### src/rtl/dca_matrix_mac_mmiox_control.sv
// Register-mapped control front end for the matrix MAC MMIOX core: instruction
// packing/queueing, log queueing, clear handshake, config/status and finish counting.

module dca_matrix_mac_mmiox_control_fifo #(
  parameter int W     = 32,
  parameter int DEPTH = 4
) (
  input  logic                       clk,
  input  logic                       rstnn,
  input  logic                       flush,
  input  logic                       push,
  input  logic                       pop,
  input  logic [W-1:0]               wdata,
  output logic [W-1:0]               rdata,
  output logic [$clog2(DEPTH):0]     count,
  output logic                       full,
  output logic                       empty
);
  localparam int AW = $clog2(DEPTH);

  logic [W-1:0]  mem [DEPTH];
  logic [AW-1:0] wptr, rptr;
  logic          do_push, do_pop;

  // Fullness is judged at the start of the cycle: a same-cycle pop does not make room.
  assign full    = (count == (AW+1)'(DEPTH));
  assign empty   = (count == '0);
  assign do_push = push && !full;
  assign do_pop  = pop && !empty;
  assign rdata   = mem[rptr];

  always_ff @(posedge clk) begin
    if (do_push) mem[wptr] <= wdata;
  end

  always_ff @(posedge clk or negedge rstnn) begin
    if (!rstnn) begin
      wptr  <= '0;
      rptr  <= '0;
      count <= '0;
    end else if (flush) begin
      wptr  <= '0;
      rptr  <= '0;
      count <= '0;
    end else begin
      if (do_push) wptr <= wptr + 1'b1;
      if (do_pop)  rptr <= rptr + 1'b1;
      case ({do_push, do_pop})
        2'b10:   count <= count + 1'b1;
        2'b01:   count <= count - 1'b1;
        default: count <= count;
      endcase
    end
  end
endmodule

module dca_matrix_mac_mmiox_control #(
  parameter int BW_INST    = 128,
  parameter int BW_LOG     = 32,
  parameter int BW_STATUS  = 32,
  parameter int INST_DEPTH = 4,
  parameter int LOG_DEPTH  = 4
) (
  input  logic                 clk,
  input  logic                 rstnn,
  input  logic                 reg_sel,
  input  logic                 reg_write,
  input  logic [4:0]           reg_addr,
  input  logic [31:0]          reg_wdata,
  output logic [31:0]          reg_rdata,
  output logic                 control_rmx_core_config,
  input  logic [BW_STATUS-1:0] control_rmx_core_status,
  output logic                 control_rmx_clear_request,
  input  logic                 control_rmx_clear_finish,
  output logic                 control_rmx_log_fifo_wready,
  input  logic                 control_rmx_log_fifo_wrequest,
  input  logic [BW_LOG-1:0]    control_rmx_log_fifo_wdata,
  output logic                 control_rmx_inst_fifo_rready,
  output logic [BW_INST-1:0]   control_rmx_inst_fifo_rdata,
  input  logic                 control_rmx_inst_fifo_rrequest,
  input  logic                 control_rmx_operation_finish
);
  localparam int INST_WORDS = BW_INST / 32;
  localparam int WCW        = (INST_WORDS > 1) ? $clog2(INST_WORDS) : 1;
  localparam int IAW        = $clog2(INST_DEPTH);
  localparam int LAW        = $clog2(LOG_DEPTH);
  localparam logic [WCW-1:0] LAST_W = WCW'(INST_WORDS - 1);

  localparam logic [2:0] A_CONFIG = 3'd0, A_STATUS = 3'd1, A_CLEAR = 3'd2, A_INST_DATA = 3'd3,
                         A_INST_LEVEL = 3'd4, A_LOG_DATA = 3'd5, A_LOG_LEVEL = 3'd6,
                         A_FINISH_CNT = 3'd7;

  typedef enum logic {IDLE, REQ} clr_state_t;
  clr_state_t state;

  logic [2:0]                   addr;
  logic                         acc_wr, acc_rd, clear_start, busy;
  logic [WCW-1:0]               wcnt;
  logic                         overflow;
  logic [INST_WORDS-1:0][31:0]  stage, inst_word;
  logic                         inst_wr, inst_last;
  logic [IAW:0]                 inst_count;
  logic                         inst_full, inst_empty;
  logic [BW_LOG-1:0]            log_rdata;
  logic [LAW:0]                 log_count;
  logic                         log_full, log_empty;
  logic [31:0]                  finish_cnt;
  logic                         unused_addr_bits;

  assign unused_addr_bits = ^reg_addr[1:0];
  assign addr        = reg_addr[4:2];
  assign acc_wr      = reg_sel && reg_write;
  assign acc_rd      = reg_sel && !reg_write;
  assign busy        = (state == REQ);
  assign clear_start = !busy && acc_wr && (addr == A_CLEAR) && reg_wdata[0];
  assign inst_wr     = !busy && acc_wr && (addr == A_INST_DATA);
  assign inst_last   = inst_wr && (wcnt == LAST_W);

  // The completing word goes straight into the pushed instruction, not via the staging slot.
  always_comb begin
    inst_word = stage;
    inst_word[INST_WORDS-1] = reg_wdata;
  end

  assign control_rmx_inst_fifo_rready = !inst_empty && !busy;
  assign control_rmx_log_fifo_wready  = !log_full && !busy;

  dca_matrix_mac_mmiox_control_fifo #(.W(BW_INST), .DEPTH(INST_DEPTH)) u_inst_fifo (
    .clk   (clk),
    .rstnn (rstnn),
    .flush (clear_start),
    .push  (inst_last),
    .pop   (control_rmx_inst_fifo_rrequest && control_rmx_inst_fifo_rready),
    .wdata (inst_word),
    .rdata (control_rmx_inst_fifo_rdata),
    .count (inst_count),
    .full  (inst_full),
    .empty (inst_empty)
  );

  dca_matrix_mac_mmiox_control_fifo #(.W(BW_LOG), .DEPTH(LOG_DEPTH)) u_log_fifo (
    .clk   (clk),
    .rstnn (rstnn),
    .flush (clear_start),
    .push  (control_rmx_log_fifo_wrequest && control_rmx_log_fifo_wready),
    .pop   (acc_rd && (addr == A_LOG_DATA)),
    .wdata (control_rmx_log_fifo_wdata),
    .rdata (log_rdata),
    .count (log_count),
    .full  (log_full),
    .empty (log_empty)
  );

  always_ff @(posedge clk or negedge rstnn) begin
    if (!rstnn) begin
      state                     <= IDLE;
      control_rmx_clear_request <= 1'b0;
    end else begin
      case (state)
        IDLE: if (clear_start) begin
          state                     <= REQ;
          control_rmx_clear_request <= 1'b1;
        end
        REQ: if (control_rmx_clear_finish) begin
          state                     <= IDLE;
          control_rmx_clear_request <= 1'b0;
        end
        default: begin
          state                     <= IDLE;
          control_rmx_clear_request <= 1'b0;
        end
      endcase
    end
  end

  always_ff @(posedge clk or negedge rstnn) begin
    if (!rstnn) begin
      wcnt                    <= '0;
      overflow                <= 1'b0;
      stage                   <= '0;
      control_rmx_core_config <= 1'b0;
    end else begin
      if (acc_wr && addr == A_CONFIG) control_rmx_core_config <= reg_wdata[0];
      if (clear_start) begin
        wcnt     <= '0;
        overflow <= 1'b0;
      end else begin
        if (inst_wr) begin
          stage[wcnt] <= reg_wdata;
          wcnt        <= inst_last ? '0 : wcnt + 1'b1;
        end
        if (acc_wr && addr == A_INST_LEVEL) overflow <= 1'b0;
        else if (inst_last && inst_full)    overflow <= 1'b1;
      end
    end
  end

  // A clearing write that coincides with a pulse counts that pulse.
  always_ff @(posedge clk or negedge rstnn) begin
    if (!rstnn)                             finish_cnt <= '0;
    else if (acc_wr && addr == A_FINISH_CNT) finish_cnt <= {31'd0, control_rmx_operation_finish};
    else if (control_rmx_operation_finish)   finish_cnt <= finish_cnt + 1'b1;
  end

  always_ff @(posedge clk or negedge rstnn) begin
    if (!rstnn) reg_rdata <= '0;
    else if (acc_rd) begin
      case (addr)
        A_CONFIG:     reg_rdata <= {31'd0, control_rmx_core_config};
        A_STATUS:     reg_rdata <= 32'(control_rmx_core_status);
        A_CLEAR:      reg_rdata <= {31'd0, busy};
        A_INST_LEVEL: reg_rdata <= {inst_full, overflow, 6'd0, 8'(wcnt), 16'(inst_count)};
        A_LOG_DATA:   reg_rdata <= log_empty ? 32'd0 : 32'(log_rdata);
        A_LOG_LEVEL:  reg_rdata <= {log_full, 15'd0, 16'(log_count)};
        A_FINISH_CNT: reg_rdata <= finish_cnt;
        default:      reg_rdata <= 32'd0;
      endcase
    end
  end
endmodule

### config.mk
export PLATFORM = sky130hd
export DESIGN_NAME = dca_matrix_mac_mmiox_control
export DESIGN_NICKNAME = d
export VERILOG_FILES = /design/src/rtl/dca_matrix_mac_mmiox_control.sv
export SDC_FILE = /design/constraint.sdc
export NUM_CORES = 1
export LEC_CHECK = 0
export CAP_MARGIN = 20
export CORE_UTILIZATION = 50
export DETAILED_ROUTE_END_ITERATION = 10
export GPL_TIMING_DRIVEN = 0
export PLACE_DENSITY_LB_ADDON = 0.05
export SETUP_SLACK_MARGIN = 0.1
export SLEW_MARGIN = 20
export SYNTH_ARGS = -nofsm -noshare
export SYNTH_HDL_FRONTEND = slang
export SYNTH_SLANG_ARGS = --single-unit
### constraint.sdc
create_clock -name clk -period 5.2 [get_ports clk]
set_input_delay 0.52 -clock clk [delete_from_list [all_inputs] [get_ports clk]]
set_output_delay 0.52 -clock clk [all_outputs]
set_load 0.02 [all_outputs]
==> metrics.txt, run 1 <==
status complete, no violations; CTS clk-pin slew, worst paths ~0.06 ns; Fillers 4487; met2 GRT Util around two fifths; WHS Path Cells 2; Seq cells post-synth slightly above 800; sequential element share of the synthesized area between 70% and 80%; CP Launch Type register; Tmin final between 4 and 5 ns; met1 Resource Use GR about 30%; wirelength, routed 69450 µm; grt met3 use around 4.3%; power per standard cell area about 500 mW/mm²; vias per inst between 5 and 6; Avg Cell Area, Syn 20.36 µm²; vias in the first global route 16330; Nets ~2000; first-pass GRT wire length about 100000 µm; initial core utilization just over 50%; Worst setup EP type output port; top-count cell post-synth edfxtp_1; Final ANT Viol Nets 0; WP data required about 4.7 ns; DIE HEIGHT 251.7 µm; Placed Instances ~2700; drt pass-1 iters 7; Post-Syn Nets about 1700; CP arrival 3.65 ns; Worst path max stage delay between 0.7 and 0.8 ns; HPWL after DPL 45060 µm; Cells after Synth 1531; initial antenna violation count 3; clock sinks a little over 800; CP Cell Sequence clkbuf_1 > clkbuf_1 > buf_1 > mux4_2 > clkdlybuf4s50_1; proportion of layout cells with a drive suffix above 1 between 20% and 30%; Design Area, Final roughly 0.038 mm²; final non-filler cell total 2810; # diodes 0; Synth Warn # 0; Multi-input gate area between 0.007 and 0.008 mm²; Clk Latency, worst-skew pair just over 0.6 ns; Synth cell types 51; VDD IR-drop max 342.0 µV; worst-case reg-to-reg path depth 7; leak pwr roughly 0.013 µW; worst slack at placement between 1 and 1.5 ns; Max Cap Viol 0; row count a little over 90; top cell type's share of synthesized area slightly above 60%; Cell Area, Placed around 0.035 mm²; period utilization around four fifths; synthesized area roughly 0.031 mm²; Final Max Slew Viols 0; FF/Latch Area roughly 0.024 mm²; endpoints failing setup 0; most frequent CP cell clkbuf_1; wire length per cell approximately 25 µm; Residual DRC 0; via count 15780; area grow syn2layout 22.13%; Worst-Margin Slew about 1.1 ns; full die area about 0.063 mm²; pin count of the biggest net entering global routing slightly above 80; PnR worst setup slack a little over 1 ns; crit-path max FO 10; synth cell count leaders edfxtp_1 (640), dfrtp_1 (180), mux4_2 (160); Crit-path slowest cell buf_1; Die Wd around 250 µm; Synth area leader edfxtp_1; hold violation total from the final report 0; busiest grt layer met2; CTS H-tree lvls 3; Primary FF master, synth edfxtp_1; CP Class reg -> out; Port-buffer cells 269; RSZ-0062 raised after global routing false; I/O Pins approximately 270; largest cells by area after synthesis edfxtp_1 (62%), dfrtp_1 (14%), mux4_2 (12%); Post-CTS Resized 0; total CTS buffers 83; Placer Congestion 0.8526; post-route clock skew 0.02190 ns; FMAX approximately 0.24 GHz; Iter 0 DRT Violations 1022; number of enable flip-flop cells after synthesis 640; total grt overflow 0; hold crit path type in -> reg; CTS tree built; gr usage total about 22%; asr flop ratio synth between 20% and 30%; Bufs on Longest Clock Path 3; root buffer cell clkbuf_16; Slew headroom between 20% and 30%; Core Footprint 0.06160 mm²
==> layout make-up <==
type                       count  area share [%]
timing repair buffer         290           8.299
clock inverter                32          0.7460
inverter                      15          0.1479
clock buffer                 120           6.258
tap                          837           2.751
sequential                   820           62.31
buffer                        77          0.8282
multi-input combinational    619           18.66
==> state kept, by name, summed over array words and instances, names as in the netlist, 3 cells and up <==
name	cells
finish_cnt	32
inst_word	96
u_log_fifo.mem	128
reg_rdata	32
u_inst_fifo.count	3
u_inst_fifo.mem	512
u_log_fifo.count	3
==> logic make-up (layout without fill, tap and decap cells) <==
group	Yosys count	after routing	share of synthesized area [%]
DFF	820	820	76.10
muxes	277	277	15.71
and+or+nand+nor	195	195	3.304
AOI/OAI and AO/OA	115	115	2.565
buffers and inverters	92	534	1.188
xor gates and xnor gates	17	17	0.4777
adders and majority gates	15	15	0.6503
==> path summary, 6_finish.rpt <==
check | start | end | slack [ns]
worst max-delay path | u_inst_fifo.rptr[0] | control_rmx_inst_fifo_rdata[125] | 1.03
worst min-delay path | control_rmx_operation_finish | finish_cnt[0] | 0.20
worst max register to register | busy | u_inst_fifo.mem[3][49] | 2.13
worst min register to register | reg_rdata[20] | reg_rdata[20] | 0.49
max in group asynchronous | rstnn | u_log_fifo.rptr[1] | 3.63
min in group asynchronous | rstnn | inst_word[49] | 0.44
==> critical path: cells and delay by family, from the launching register on <==
kind	cells	cell delay (ns)
multiplexers	1	0.59
buffers and inverters	4	2.12
flip-flops	1	0.32
==> cell usage in the layout, fill, tap and decap left out, types with 5 or more instances in the layout <==
master           instances
mux2_2                  98
o31ai_1                  9
xnor2_1                  9
buf_2                   15
nor3_1                  10
mux4_2                 160
nand4_1                  9
dfrtp_1                180
ha_1                    13
a22o_1                   7
edfxtp_1               640
nor2_1                  28
xor2_1                   8
inv_1                   15
nand3_1                 10
clkdlybuf4s50_1        268
clkinv_1                13
bufinv_16                5
o21ai_0                 43
or4_1                   14
clkbuf_1                70
nand2_1                 66
clkinv_2                12
clkbuf_8                 6
mux2i_1                 19
nand2b_1                12
a21oi_1                 18
buf_12                   8
a222oi_1                28
or3_1                   10
buf_16                  10
clkbuf_16               88
buf_1                   17
==> power breakdown <==
part / switching (µW) / total [µW] / leakage (µW) / internal, µW
sequential: 375 / 8140 / 0.00828 / 7770
clock: 2400 / 5830 / 0.00131 / 3430
combinational: 2700 / 5190 / 0.00371 / 2490
total: 5480 / 19200 / 0.0133 / 13700
==> per-stage QoR <==
stage / setup TNS [ns] / utilization [%] / total power (µW) / hold WS [ns]
after floorplan: 0 / - / 11220 / 0.2244
after global placement: -2668.42 / 56.68 / 13470 / 0.4653
after detailed placement: 0 / 57.43 / 13580 / 0.4745
after CTS: 0 / 61.78 / 19430 / 0.1719
after global routing: 0 / 61.80 / 19950 / 0.2292
final: 0 / 61.80 / 19170 / 0.2028
==> timing repair <==
item                                   in CTS  in global routing
hold buffers                                1                  0
buffers inserted                            0                  0
endpoints found under the hold margin      50                  0
==> layer usage <==
metal / up-vias / share of wire (%)
met5: - / 0.060
met4: 6 / 2.2
met3: 112 / 4.8
met2: 359 / 51
met1: 8328 / 42
li1: 6973 / -
(Power assumes the default switching activity.)
==> run 2: changes to the inputs <==
- clock period: 5.2 -> 4.25 ns (I/O delays scaled with it)
==> metrics.txt, run 2 (synthesis results as in run 1) <==
status complete, no violations; VDD IR-drop max 408.3 µV (+19%); hold crit path type in -> reg; power per standard cell area 616.4 mW/mm² (+22%); PnR worst setup slack 0.3454 ns (-0.6872 ns); first-pass GRT wire length 103400 µm (-0.47%); hold violation total from the final report 0 (unchanged); Clk Latency, worst-skew pair 0.62 ns (about the same); Reg-to-Reg Start busy; CP Launch Type register; CP arrival 3.48 ns (-0.17 ns); wirelength, routed 68720 µm (-1.0%); Min Hold Slack 0.1009 ns (-0.1019 ns); pin count of the biggest net entering global routing 82 (+1.2%); reg2reg end u_inst_fifo.mem[3][83]; HPWL after DPL 45060 µm (about the same); CTS clk-pin slew, worst paths 0.06 ns (about the same); Crit. Startpoint u_inst_fifo.rptr[0]; full die area 0.06335 mm² (unchanged); most frequent CP cell clkbuf_1; I/O Pins 273 (unchanged); most frequent cells in the layout edfxtp_1 (640), clkdlybuf4s50_1 (268), dfrtp_1 (180), mux4_2 (160), mux2_2 (98); drt pass-1 iters 5 (-2); Max Cap Viol 0 (unchanged); total CTS buffers 84 (+1.2%); Port-buffer cells 269 (unchanged); Placed Instances 2655 (unchanged); register name with the most flops u_inst_fifo.mem; via count 15860 (+0.49%); Placer Congestion 0.8361 (-1.9%); proportion of layout cells with a drive suffix above 1 22.09% (+0.55 points); initial antenna violation count 2 (-1); Core Footprint 0.06160 mm² (unchanged); Worst path max stage delay 0.64 ns (-0.11 ns); clock sinks 820 (unchanged); root buffer cell clkbuf_16; WP data required 3.83 ns (-0.85 ns); vias per inst 5.632 (+0.31%); R2R Setup Slk 0.65 ns (-1.48 ns); CP Class reg -> out; initial core utilization 50.60% (unchanged); DIE HEIGHT 251.7 µm (unchanged); worst slack at placement 0.04958 ns (-1.114 ns); vias in the first global route 16380 (+0.26%); Worst Setup EP control_rmx_inst_fifo_rdata[125]; Crit-path slowest cell clkdlybuf4s50_1; total grt overflow 0 (unchanged); endpoints failing setup 0 (unchanged); Final Max Slew Viols 0 (unchanged); Die Wd 251.7 µm (unchanged); Tmin final ~4 ns; row count 91 (unchanged); commonest non-fill, non-tap cell in the layout edfxtp_1; Nets 2030 (unchanged); gr usage total 22.19% (-0.27 points); # diodes 0 (unchanged); post-route clock skew 0.01680 ns (-0.005098 ns); CTS tree built; FMAX around 0.26 GHz; Fillers 4481 (-0.13%); Iter 0 DRT Violations 1128 (+10%); RSZ-0062 raised after global routing false; CP Cell Sequence clkbuf_1 > clkbuf_1 > clkdlybuf4s15_2 > mux4_2 > clkdlybuf4s50_1; crit-path max FO 10 (unchanged); Final ANT Viol Nets 0 (unchanged); Bufs on Longest Clock Path 3 (unchanged); final non-filler cell total 2815 (+0.18%); Residual DRC 0 (unchanged); Slew headroom 29.80% (+1.9 points); Worst-Margin Slew 1.050 ns (-0.02356 ns); Worst setup EP type output port; max FFs per register 512 (unchanged); worst-case reg-to-reg path depth 7 (unchanged); Tot Pwr 23490 µW (+23%); leak pwr 0.01333 µW (+0.23%); CTS H-tree lvls 3 (unchanged); area grow syn2layout 22.25% (about the same); setup bufs post-CTS 0 (unchanged); wire length per cell 24.41 µm (-1.2%); period utilization 91.87%
[run 2: cell types whose count changed in the layout (fill, tap and decap cells not counted), sizes merged]
cell / change
clkinvlp: +1
inv: +4
buf: -2
clkinv: +5
clkdlybuf4s15: +1
clkbuf: -4
[run 2: area by class of cell]
type / count / area, µm² / area share (%)
buffer: 77 / 324.1 / 0.8504
sequential: 820 / 23720 / 62.25
clock inverter: 42 / 360.3 / 0.9456
multi-input combinational: 619 / 7103 / 18.64
tap: 837 / 1047 / 2.748
inverter: 15 / 56.30 / 0.1477
timing repair buffer: 289 / 3148 / 8.261
clock buffer: 116 / 2346 / 6.156
[run 2: layer usage]
layer / wire length [µm] / track usage (%) / vias to the layer above
met5: 21 / 0 / -
met4: 1483 / 6.568 / 4
met3: 3599 / 4.178 / 100
met2: 35250 / 37.48 / 400
met1: 28370 / 29.50 / 8362
li1: - / - / 6989
[run 2: worst min path at each step]
stage | end | cells after the start | startpoint
after floorplan | busy | 0 | rstnn
after global placement | u_inst_fifo.mem[0][28] | 0 | inst_word[28]
after detailed placement | inst_word[50] | 1 | rstnn
after CTS | finish_cnt[0] | 2 | control_rmx_operation_finish
after global routing | finish_cnt[0] | 2 | control_rmx_operation_finish
final | finish_cnt[0] | 2 | control_rmx_operation_finish
[run 2: what timing repair did]
item | 4_1_cts | 5_1_grt
endpoints found under the hold margin | 48 | 0
endpoints found under the setup margin | 8 | 0
resized for setup | 2 | 0
hold buffers | 1 | 0
[run 2: critical path, delay by kind of cell, from the launching register on]
| kind | cells | cell delay [ns] |
|---|---|---|
| mux | 1 | 0.56 |
| buf+inv | 4 | 1.97 |
| flops | 1 | 0.32 |
[run 2: stage by stage]
stage	area, µm²	setup TNS [ns]	util (%)
global placement	34920	-1920.95	56.68
finish	38110	0	61.87
floorplan	31180	0	-
CTS	38100	0	61.85
detailed placement	35370	0	57.43
global route	38110	0	61.87
[run 2: report_power, final]
group / internal (µW) / leakage (µW) / switching [µW]
sequential: 9500 / 0.00828 / 453
clock: 4190 / 0.00134 / 3010
combinational: 3050 / 0.00371 / 3290
total: 16700 / 0.0133 / 6750
==> run 3: changes to the inputs <==
- HOLD_SLACK_MARGIN: not set -> 0.15
==> metrics.txt, run 3 (synthesis results as in run 1) <==
wirelength, routed 68740 µm (about the same); power per standard cell area 616.3 mW/mm² (about the same); CP arrival 3.47 ns (about the same); period utilization 91.73% (-0.14 points); PnR worst setup slack 0.3515 ns (+0.006111 ns); Tmin final 3.898 ns (-0.006111 ns); RSZ-0062 raised after global routing false; Placer Congestion 0.8361 (unchanged); endpoints failing setup 0 (unchanged); Slew headroom 29.65% (-0.15 points); CTS clk-pin slew, worst paths 0.06 ns (about the same); reg2reg end u_inst_fifo.mem[3][83]; drt pass-1 iters 6 (+1); Residual DRC 0 (unchanged); worst-case reg-to-reg path depth 7 (unchanged); first-pass GRT wire length 103500 µm (about the same); row count 91 (unchanged); Worst setup EP type output port; clock sinks 820 (unchanged); hold violation total from the final report 0 (unchanged); pin count of the biggest net entering global routing 82 (unchanged); Design Area, Final 0.03812 mm² (about the same); total grt overflow 0 (unchanged); initial core utilization 50.60% (unchanged); Worst path max stage delay 0.64 ns (about the same); CTS H-tree lvls 3 (unchanged); Die Wd 251.7 µm (unchanged); WP data required 3.83 ns (about the same); CP Cell Sequence clkbuf_1 > clkbuf_1 > clkdlybuf4s15_2 > mux4_2 > clkdlybuf4s50_1; gr usage total 22.20% (about the same); vias per inst 5.623 (-0.17%); initial antenna violation count 2 (unchanged); FMAX 0.2565 GHz (+0.16%); leak pwr 0.01333 µW (about the same); crit-path max FO 10 (unchanged); register name with the most flops u_inst_fifo.mem; worst slack at placement 0.04958 ns (unchanged); root buffer cell clkbuf_16; Final ANT Viol Nets 0 (unchanged); Fillers 4479 (-0.045%); proportion of layout cells with a drive suffix above 1 22.08% (about the same); VDD IR-drop max 407.5 µV (-0.21%); Port-buffer cells 269 (unchanged); DIE HEIGHT 251.7 µm (unchanged); Clk Latency, worst-skew pair 0.62 ns (about the same); Bufs on Longest Clock Path 3 (unchanged); CP Class reg -> out; Reg-to-Reg Start busy; CP Launch Type register; most frequent CP cell clkbuf_1; via count 15840 (-0.10%); Cell Area, Placed 0.03537 mm² (unchanged); Core Footprint 0.06160 mm² (unchanged); Iter 0 DRT Violations 1176 (+4.3%); CTS tree built; I/O Pins 273 (unchanged); commonest non-fill, non-tap cell in the layout edfxtp_1; vias in the first global route 16380 (unchanged); Final Max Slew Viols 0 (unchanged); max FFs per register 512 (unchanged); wire length per cell 24.40 µm (about the same); Worst-Margin Slew 1.053 ns (+0.002312 ns); Nets 2031 (+0.049%); most frequent cells in the layout edfxtp_1 (640), clkdlybuf4s50_1 (268), dfrtp_1 (180), mux4_2 (160), mux2_2 (98); total CTS buffers 84 (unchanged); hold crit path type in -> async; R2R Setup Slk 0.64 ns (about the same); post-route clock skew 0.01687 ns (+0.00006920 ns); Crit-path slowest cell clkdlybuf4s50_1; HPWL after DPL 45060 µm (unchanged); status complete, no violations; full die area 0.06335 mm² (unchanged); Max Cap Viol 0 (unchanged); Min Hold Slack 0.3328 ns (+0.2319 ns); area grow syn2layout 22.29% (about the same)
## run 3: cell type report
cell class	count	area, µm²	share of cell area [%]
Sequential cell	820	23720	62.23
Clock inverter	42	360.3	0.9453
Antenna cell	1	2.502	0.006564
Multi-Input combinational cell	619	7103	18.63
Clock buffer	116	2346	6.154
Timing Repair Buffer	290	3158	8.284
Tap cell	837	1047	2.747
Inverter	15	56.30	0.1477
Buffer	77	324.1	0.8501
## run 3: worst max-delay path, delay by kind of cell, from the launching register on
family,cells,cell delay [ns]
multiplexers,1,0.56
flip-flops,1,0.32
buffers and inverters,4,1.97
## run 3: worst max-delay path by stage
| stage | startpoint | to | slack (ns) | cells after the start |
|---|---|---|---|---|
| after floorplan | reg_addr[4] | u_inst_fifo.mem[1][0] | 0.67 | 4 |
| after global placement | rstnn | u_log_fifo.rptr[0] | -6.24 | 1 |
| after detailed placement | reg_addr[4] | u_inst_fifo.mem[3][83] | 0.05 | 8 |
| after CTS | u_inst_fifo.rptr[0] | control_rmx_inst_fifo_rdata[125] | 0.21 | 5 |
| after global routing | u_inst_fifo.rptr[0] | control_rmx_inst_fifo_rdata[125] | 0.11 | 5 |
| final | u_inst_fifo.rptr[0] | control_rmx_inst_fifo_rdata[125] | 0.35 | 5 |
## run 3: where the power goes
group	internal (µW)	switching [µW]
combinational	3050	3290
clock	4190	3010
sequential	9500	455
total	16700	6750
## run 3: stage by stage
stage	std cells	total power [µW]	util [%]	TNS [ns]
global route	2817	24420	61.89	0
global placement	2637	16470	56.68	-1920.95
CTS	2815	23820	61.86	0
detailed placement	2655	16610	57.43	0
floorplan	1531	13730	-	0
finish	2817	23490	61.89	0
## run 3: layer usage
| metal | up-vias | part of all wire [%] | track usage [%] |
|---|---|---|---|
| met3 | 104 | 5.2 | 4.137 |
| met5 | - | 0.015 | 0 |
| met2 | 403 | 51 | 37.49 |
| li1 | 7000 | - | - |
| met1 | 8330 | 41 | 29.56 |
| met4 | 2 | 2.1 | 6.568 |
## run 3: timing repair
item,4_1_cts,5_1_grt
setup endpoints to repair,8,0
hold buffers,2,0
hold endpoints to repair,49,0
gates resized for setup,2,0
setup buffers,0,0
